File: config.mk
export PLATFORM = sky130hd
export DESIGN_NAME = fetch_unit_flat
export DESIGN_NICKNAME = d
export VERILOG_FILES = /design/src/rtl/y86_pkg.sv /design/src/rtl/fetch_unit_if.sv /design/src/rtl/instr_len_decode.sv /design/src/rtl/fetch_unit.sv /design/src/flat_wrapper.sv
export SDC_FILE = /design/constraint.sdc
export NUM_CORES = 1
export LEC_CHECK = 0
export CAP_MARGIN = 20
export CORE_ASPECT_RATIO = 0.8
export CORE_MARGIN = 8
export CORE_UTILIZATION = 53
export CTS_CLUSTER_DIAMETER = 40
export CTS_CLUSTER_SIZE = 8
export DETAILED_ROUTE_END_ITERATION = 8
export GPL_TIMING_DRIVEN = 0
export PLACE_DENSITY = 0.92
export SLEW_MARGIN = 20
export SYNTH_ARGS = -nofsm -noshare
export SYNTH_HDL_FRONTEND = slang
export SYNTH_SLANG_ARGS = --single-unit
File: constraint.sdc
create_clock -name clk -period 6.3 [get_ports clk]
set_input_delay 0.63 -clock clk [delete_from_list [all_inputs] [get_ports clk]]
set_output_delay 0.63 -clock clk [all_outputs]
set_load 0.1 [all_outputs]
File: src/rtl/y86_pkg.sv
// Shared Y86-64 opcode constants and the fetch FSM state type.
package y86_pkg;

    localparam logic [3:0] ICODE_HALT   = 4'h0;
    localparam logic [3:0] ICODE_NOP    = 4'h1;
    localparam logic [3:0] ICODE_RRMOVQ = 4'h2;
    localparam logic [3:0] ICODE_IRMOVQ = 4'h3;
    localparam logic [3:0] ICODE_RMMOVQ = 4'h4;
    localparam logic [3:0] ICODE_MRMOVQ = 4'h5;
    localparam logic [3:0] ICODE_OPQ    = 4'h6;
    localparam logic [3:0] ICODE_JXX    = 4'h7;
    localparam logic [3:0] ICODE_CALL   = 4'h8;
    localparam logic [3:0] ICODE_RET    = 4'h9;
    localparam logic [3:0] ICODE_PUSHQ  = 4'hA;
    localparam logic [3:0] ICODE_POPQ   = 4'hB;

    localparam logic [3:0] REG_NONE = 4'hF;

    typedef enum logic [2:0] {
        FS_IDLE,
        FS_BYTE0,
        FS_REGS,
        FS_CONST,
        FS_DONE
    } fetch_state_t;

endpackage

File: src/rtl/fetch_unit_if.sv
// Byte-wide instruction memory port: req/ack, one byte per transaction.
// Handshake: mem_req rises with a stable mem_addr and stays high until a cycle with
// mem_ack=1; that cycle carries mem_rdata and mem_err. The next request may follow immediately.
interface fetch_unit_if;
    logic        mem_req;
    logic [63:0] mem_addr;
    logic [7:0]  mem_rdata;
    logic        mem_ack;
    logic        mem_err;

    modport master (output mem_req, mem_addr, input mem_rdata, mem_ack, mem_err);
    modport slave  (input mem_req, mem_addr, output mem_rdata, mem_ack, mem_err);
endinterface

File: src/rtl/instr_len_decode.sv
// Classifies an instruction byte: which trailing fields exist, and whether icode/ifun is legal.
module instr_len_decode
    import y86_pkg::*;
(
    input  logic [3:0] icode,
    input  logic [3:0] ifun,
    output logic       need_regids,
    output logic       need_valC,
    output logic       legal
);

    always_comb begin
        need_regids = 1'b0;
        need_valC   = 1'b0;
        legal       = 1'b0;
        case (icode)
            ICODE_HALT, ICODE_NOP, ICODE_RET: legal = (ifun == 4'h0);
            ICODE_RRMOVQ: begin need_regids = 1'b1; legal = (ifun <= 4'h6); end
            ICODE_OPQ:    begin need_regids = 1'b1; legal = (ifun <= 4'h3); end
            ICODE_PUSHQ, ICODE_POPQ: begin need_regids = 1'b1; legal = (ifun == 4'h0); end
            ICODE_IRMOVQ, ICODE_RMMOVQ, ICODE_MRMOVQ: begin
                need_regids = 1'b1;
                need_valC   = 1'b1;
                legal       = (ifun == 4'h0);
            end
            ICODE_JXX:  begin need_valC = 1'b1; legal = (ifun <= 4'h6); end
            ICODE_CALL: begin need_valC = 1'b1; legal = (ifun == 4'h0); end
            default: legal = 1'b0;
        endcase
    end

endmodule

File: src/rtl/fetch_unit.sv
// Fetches one Y86-64 instruction byte by byte starting at pc and assembles its fields.
module fetch_unit
    import y86_pkg::*;
#(
    parameter int TIMEOUT = 16
) (
    input  logic              clk,
    input  logic              rst_n,
    input  logic              start,
    input  logic [63:0]       pc,
    fetch_unit_if.master      mem,
    output logic              busy,
    output logic              done,
    output logic [3:0]        icode,
    output logic [3:0]        ifun,
    output logic [3:0]        rA,
    output logic [3:0]        rB,
    output logic [63:0]       valC,
    output logic [63:0]       valP,
    output logic              instr_valid,
    output logic              imem_error,
    output fetch_state_t      dbg_state
);

    fetch_state_t state, state_nxt;
    logic [63:0]  pc_q;
    logic [3:0]   off;
    logic [2:0]   cnt;
    logic [31:0]  wait_cnt;
    logic         need_valC_q;
    logic         dec_regids, dec_valC, dec_legal;
    logic         fire, fault, tmo, fail;
    logic [63:0]  addr;

    instr_len_decode u_dec (
        .icode       (mem.mem_rdata[7:4]),
        .ifun        (mem.mem_rdata[3:0]),
        .need_regids (dec_regids),
        .need_valC   (dec_valC),
        .legal       (dec_legal)
    );

    assign addr         = pc_q + {60'd0, off};
    assign busy         = (state == FS_BYTE0) || (state == FS_REGS) || (state == FS_CONST);
    assign done         = (state == FS_DONE);
    assign mem.mem_req  = busy;
    assign mem.mem_addr = addr;
    assign dbg_state    = state;

    assign fire  = mem.mem_req && mem.mem_ack;
    assign fault = fire && mem.mem_err;
    // Timeout counts only cycles without ack; the counter restarts on every completed byte.
    assign tmo   = (TIMEOUT != 0) && mem.mem_req && !mem.mem_ack
                   && (wait_cnt == 32'(TIMEOUT - 1));
    assign fail  = fault || tmo;

    always_comb begin
        state_nxt = state;
        case (state)
            FS_IDLE:  if (start) state_nxt = FS_BYTE0;
            FS_BYTE0: begin
                if (fail)                state_nxt = FS_DONE;
                else if (fire) begin
                    if (!dec_legal)      state_nxt = FS_DONE;
                    else if (dec_regids) state_nxt = FS_REGS;
                    else if (dec_valC)   state_nxt = FS_CONST;
                    else                 state_nxt = FS_DONE;
                end
            end
            FS_REGS: begin
                if (fail)      state_nxt = FS_DONE;
                else if (fire) state_nxt = need_valC_q ? FS_CONST : FS_DONE;
            end
            FS_CONST: begin
                if (fail)                         state_nxt = FS_DONE;
                else if (fire && (cnt == 3'd7))   state_nxt = FS_DONE;
            end
            FS_DONE: state_nxt = FS_IDLE;
            default: state_nxt = FS_IDLE;
        endcase
    end

    always_ff @(posedge clk or negedge rst_n) begin
        if (!rst_n) state <= FS_IDLE;
        else        state <= state_nxt;
    end

    always_ff @(posedge clk or negedge rst_n) begin
        if (!rst_n) begin
            pc_q        <= 64'd0;
            off         <= 4'd0;
            cnt         <= 3'd0;
            wait_cnt    <= 32'd0;
            need_valC_q <= 1'b0;
            icode       <= 4'h0;
            ifun        <= 4'h0;
            rA          <= REG_NONE;
            rB          <= REG_NONE;
            valC        <= 64'd0;
            valP        <= 64'd0;
            instr_valid <= 1'b0;
            imem_error  <= 1'b0;
        end else if ((state == FS_IDLE) && start) begin
            pc_q        <= pc;
            off         <= 4'd0;
            cnt         <= 3'd0;
            wait_cnt    <= 32'd0;
            need_valC_q <= 1'b0;
            icode       <= 4'h0;
            ifun        <= 4'h0;
            rA          <= REG_NONE;
            rB          <= REG_NONE;
            valC        <= 64'd0;
            valP        <= 64'd0;
            instr_valid <= 1'b0;
            imem_error  <= 1'b0;
        end else if (busy) begin
            wait_cnt <= fire ? 32'd0 : wait_cnt + 32'd1;
            if (fail) begin
                imem_error  <= 1'b1;
                instr_valid <= 1'b0;
                valP        <= pc_q + 64'd1;
            end else if (fire) begin
                off <= off + 4'd1;
                case (state)
                    FS_BYTE0: begin
                        icode       <= mem.mem_rdata[7:4];
                        ifun        <= mem.mem_rdata[3:0];
                        instr_valid <= dec_legal;
                        need_valC_q <= dec_valC;
                    end
                    FS_REGS: begin
                        rA <= mem.mem_rdata[7:4];
                        rB <= mem.mem_rdata[3:0];
                    end
                    FS_CONST: begin
                        valC[{cnt, 3'b000} +: 8] <= mem.mem_rdata;
                        cnt <= cnt + 3'd1;
                    end
                    default: ;
                endcase
                // The final byte's address plus one is pc + length (wraps mod 2^64).
                if (state_nxt == FS_DONE) valP <= addr + 64'd1;
            end
        end
    end

endmodule

File: src/flat_wrapper.sv
// flat-port wrapper written by rule: the top's interface ports become plain ports
module fetch_unit_flat import y86_pkg::*;
#(
    parameter int TIMEOUT = 16
)
  (clk, rst_n, start, pc, busy, done, icode, ifun, rA, rB, valC, valP, instr_valid, imem_error, dbg_state, mem_mem_req, mem_mem_addr, mem_mem_rdata, mem_mem_ack, mem_mem_err);
  fetch_unit_if mem_i ();
  input  logic clk;
  input  logic rst_n;
  input  logic start;
  input  logic [63:0] pc;
  output logic busy;
  output logic done;
  output logic [3:0] icode;
  output logic [3:0] ifun;
  output logic [3:0] rA;
  output logic [3:0] rB;
  output logic [63:0] valC;
  output logic [63:0] valP;
  output logic instr_valid;
  output logic imem_error;
  output fetch_state_t dbg_state;
  output wire logic [$bits(mem_i.mem_req)-1:0] mem_mem_req;
  output wire logic [$bits(mem_i.mem_addr)-1:0] mem_mem_addr;
  input wire logic [$bits(mem_i.mem_rdata)-1:0] mem_mem_rdata;
  input wire logic [$bits(mem_i.mem_ack)-1:0] mem_mem_ack;
  input wire logic [$bits(mem_i.mem_err)-1:0] mem_mem_err;
  assign mem_mem_req = mem_i.mem_req;
  assign mem_mem_addr = mem_i.mem_addr;
  assign mem_i.mem_rdata = mem_mem_rdata;
  assign mem_i.mem_ack = mem_mem_ack;
  assign mem_i.mem_err = mem_mem_err;
  fetch_unit #(.TIMEOUT(TIMEOUT)) u_core (.clk(clk), .rst_n(rst_n), .start(start), .pc(pc), .mem(mem_i), .busy(busy), .done(done), .icode(icode), .ifun(ifun), .rA(rA), .rB(rB), .valC(valC), .valP(valP), .instr_valid(instr_valid), .imem_error(imem_error), .dbg_state(dbg_state));
endmodule
==> results.py <==
metrics = {
    "run_status": {
        "status": "finished clean",
    },
    "synthesis": {
        "async_flop_share_pct": 100.0,
        "synthFlopType": "dfrtp_1",
        "synth.avg_cell_area_um2": 8.405,
        "yosysWarnings": 0,
        "synth_edf_count": 0,
        "ys_seq_elements": 253,
        "synth_fp_nets": 1934,
        "seq_area_frac_synth_pct": 40.96,
        "syn_area_um2": 15480,
        "synth.distinct_cells": 87,
        "synthCells": 1842,
    },
    "timing": {
        "setup_ws_ps": 32.84,
        "drv_slew": 0,
        "relSlewSlack_pct": 27.91,
        "whs_ps": 91.88,
        "worst_pin_slew_ps": 1078,
        "finalHoldViolations": 0,
        "setup_viol": 0,
        "finalClockSkew_ps": 34.84,
        "grt_setup_unrepaired": "no",
        "fmax_mhz": 159.6,
        "min_period_ps": 6267,
        "period_share_pct": 99.48,
    },
    "place": {
        "place.gp.congestion": 1.030,
        "place.detailed.hpwl_um": 48340,
        "io_buffers": 291,
        "post-place-ws_ps": -1065,
    },
    "detailed_routing": {
        "wl_um": 63570,
        "vias_per_cell": 6.389,
        "dr.pass1.iters": 6,
        "drtIter0Drc": 2203,
        "vias": 16470,
        "wl_per_cell_um": 24.66,
        "post-route-drc-count": 0,
        "ant_nets": 0,
    },
    "worst_setup_path": {
        "cp.depth": 15,
        "crit_fanout": 10,
        "cp.arrival_ps": 6690,
        "slowest_stage": "nor4_2",
        "critical_path.startpoint_type": "flop",
        "r2r_cells": 15,
        "end_kind": "flop",
        "critical_path_class": "flop to flop",
        "cpPeakStageDelay_ps": 750,
        "critPathTopFamily": "simple AND/OR/NAND/NOR gates",
        "crit_buf_inv": 2,
        "crit_chain": "ha_1 > inv_1 > fa_1 > nand2b_1 > a21oi_1 > clkbuf_1 > nand2_1 > nor4_2 > nand3_1 > xnor2_1 > o21ai_1 > nor3b_1 > nand4_1 > xor2_1 > a22o_1",
        "worst_ep_required_time_ps": 6720,
    },
    "cts": {
        "insertion_delay_ps": 570,
        "cts_buffer_depth": 3,
        "cts_tree": "yes",
        "cts.sinks": 253,
        "h-tree-depth": 2,
        "clk_root_buffer_cell": "clkbuf_16",
        "post_cts_buffers": 0,
        "ctsHoldBuffers": 0,
        "path_clk_slew_ps": 50,
        "cts_buffers": 41,
    },
    "finish": {
        "syn_to_final_growth_pct": 30.84,
        "antenna_cells": 0,
        "drive_gt1_share_pct": 6.406,
        "n_fill_cell": 2252,
        "nNetsFinal": 2266,
    },
    "floorplan": {
        "die_y_um": 168.9,
        "ios": 293,
        "die_width_um": 207.1,
        "die-area_um2": 34970,
        "core_um2": 29010,
        "rows": 56,
        "start_util_pct": 53.37,
    },
    "power_and_ir_drop": {
        "pwr_density_cell_nw_per_um2": 605.2,
        "power_leakage_nw": 8.356,
        "vdd_drop_max_v": 0.0004813,
        "finalPower_w": 0.01226,
    },
    "global_routing": {
        "grtUsageTotal_pct": 35.04,
        "grt_pass1_vias": 16160,
        "grt_pass1_wl_um": 96460,
        "grt_overflow": 0,
        "grt_max_degree": 96,
        "antenna_found_initial": 3,
    },
    "job": {
        "cap_violations": 0,
    },
    "min_path": {
        "min_path_type": "input pin to async pin",
    },
}
registers in the layout (all words and copies together) (netlist names), 4 cells and up:
register	count
u_core.pc_q	64
u_core.valC	64
u_core.valP	64
u_core.wait_cnt	32
u_core.icode	4
u_core.ifun	4
u_core.off	4
u_core.rA	4
u_core.rB	4
worst reg2reg max path: stages (launching register included):
cell and delay [ps]:
dfrtp_1 430, ha_1 230, inv_1 60, fa_1 400
nand2b_1 210, a21oi_1 690, clkbuf_1 560, nand2_1 360
nor4_2 750, nand3_1 190, xnor2_1 580, o21ai_1 440
nor3b_1 590, nand4_1 230, xor2_1 200, a22o_1 200
metrics by stage:
| step | utilization (%) | TNS, ps | std cells | area (um2) |
|---|---|---|---|---|
| after detailed placement | 65.31 | -20890 | 2512 | 18950 |
| after global placement | 65.04 | -1445710 | 2510 | 18870 |
| final | 69.83 | 0 | 2578 | 20260 |
| after CTS | 69.77 | 0 | 2580 | 20240 |
| after floorplan | - | 0 | 1842 | 15480 |
| after global routing | 69.83 | 0 | 2578 | 20260 |
cell type report:
cell class	instances	area (um2)	area share, %
sequential	253	6341	31.31
clock inverter	8	123.9	0.6115
tap	377	471.7	2.329
timing repair buffer	293	2985	14.74
multi-input combinational	1442	8567	42.29
clock buffer	62	1165	5.751
inverter	22	85.08	0.4200
buffer	121	516.7	2.551
Yosys cell counts, drive strengths merged (6+ instances only):
cell,n,share of area [%]
dfstp,8,1.4
a211oi,9,0.44
nand2,385,9.4
inv,22,0.55
nor4,50,2.4
nand4,64,2.7
nand3b,7,0.34
nand3,64,2.1
a31oi,13,0.53
a32o,15,0.97
xor2,76,4.3
ha,14,1.1
nand4b,7,0.40
nor2,152,3.7
nor3,50,1.6
or2,6,0.26
o22ai,11,0.44
clkbuf,77,1.9
or3,10,0.40
a22o,56,3.2
dfrtp,245,40
nor3b,9,0.44
mux2i,10,0.65
and3,28,1.1
xnor2,115,6.5
o31ai,11,0.53
and2,15,0.61
a21oi,48,1.6
o21ai,116,3.8
nor2b,8,0.32
and4,15,0.85
nand2b,16,0.70
buf,48,1.5
or4,7,0.34
nor4b,6,0.42
final timing paths:
path,slack [ps],startpoint,endpoint
max,30,u_core.off[0]$_DFFE_PN0P_,u_core.valP[61]$_DFFE_PN0P_
min,90,rst_n,u_core.valC[44]$_DFFE_PN0P_
max reg2reg,30,u_core.off[0]$_DFFE_PN0P_,u_core.valP[61]$_DFFE_PN0P_
min reg2reg,490,u_core.valP[0]$_DFFE_PN0P_,u_core.valP[0]$_DFFE_PN0P_
max in group asynchronous,5240,rst_n,u_core.valP[62]$_DFFE_PN0P_
min in group clk,490,u_core.valP[0]$_DFFE_PN0P_,u_core.valP[0]$_DFFE_PN0P_
where the power goes:
part	leakage [nW]	switching, W	total, W	internal [W]
combinational	4.40	0.00598	0.00771	0.00173
clock	0.624	0.000816	0.00214	0.00132
sequential	3.33	0.000312	0.00241	0.00210
kinds of logic after synthesis:
kind of cell               synth area share, %
and+or+nand+nor                          28.83
AOI/OAI and AO/OA                        13.48
muxes                                   0.7193
DFF                                      40.96
buffers and inverters                    3.944
xor gates and xnor gates                 10.81
adders and majority gates                1.261
cell usage in the layout, fill, tap and decap left out, types with 30 or more instances in the layout:
cell type,count
a22o_1,56
nand4_1,62
nand2_1,384
dfrtp_1,245
o21ai_0,106
nand3_1,63
xor2_1,76
xnor2_1,115
nor2_1,150
clkbuf_1,89
clkdlybuf4s50_1,282
buf_2,30
nor3_1,48
nor4_1,40
clkbuf_16,41
a21oi_1,46
metal layers:
layer	wire, um	global-route usage, %
met5	23	0
met4	1985	11.26
met3	9273	13.42
met2	26930	51.21
met1	25350	47.40
what timing repair did:
action	4_1_cts	5_1_grt
resized for setup	4	12
hold endpoints to repair	0	0
endpoints found under the setup margin	29	29
(Power assumes the default switching activity.)
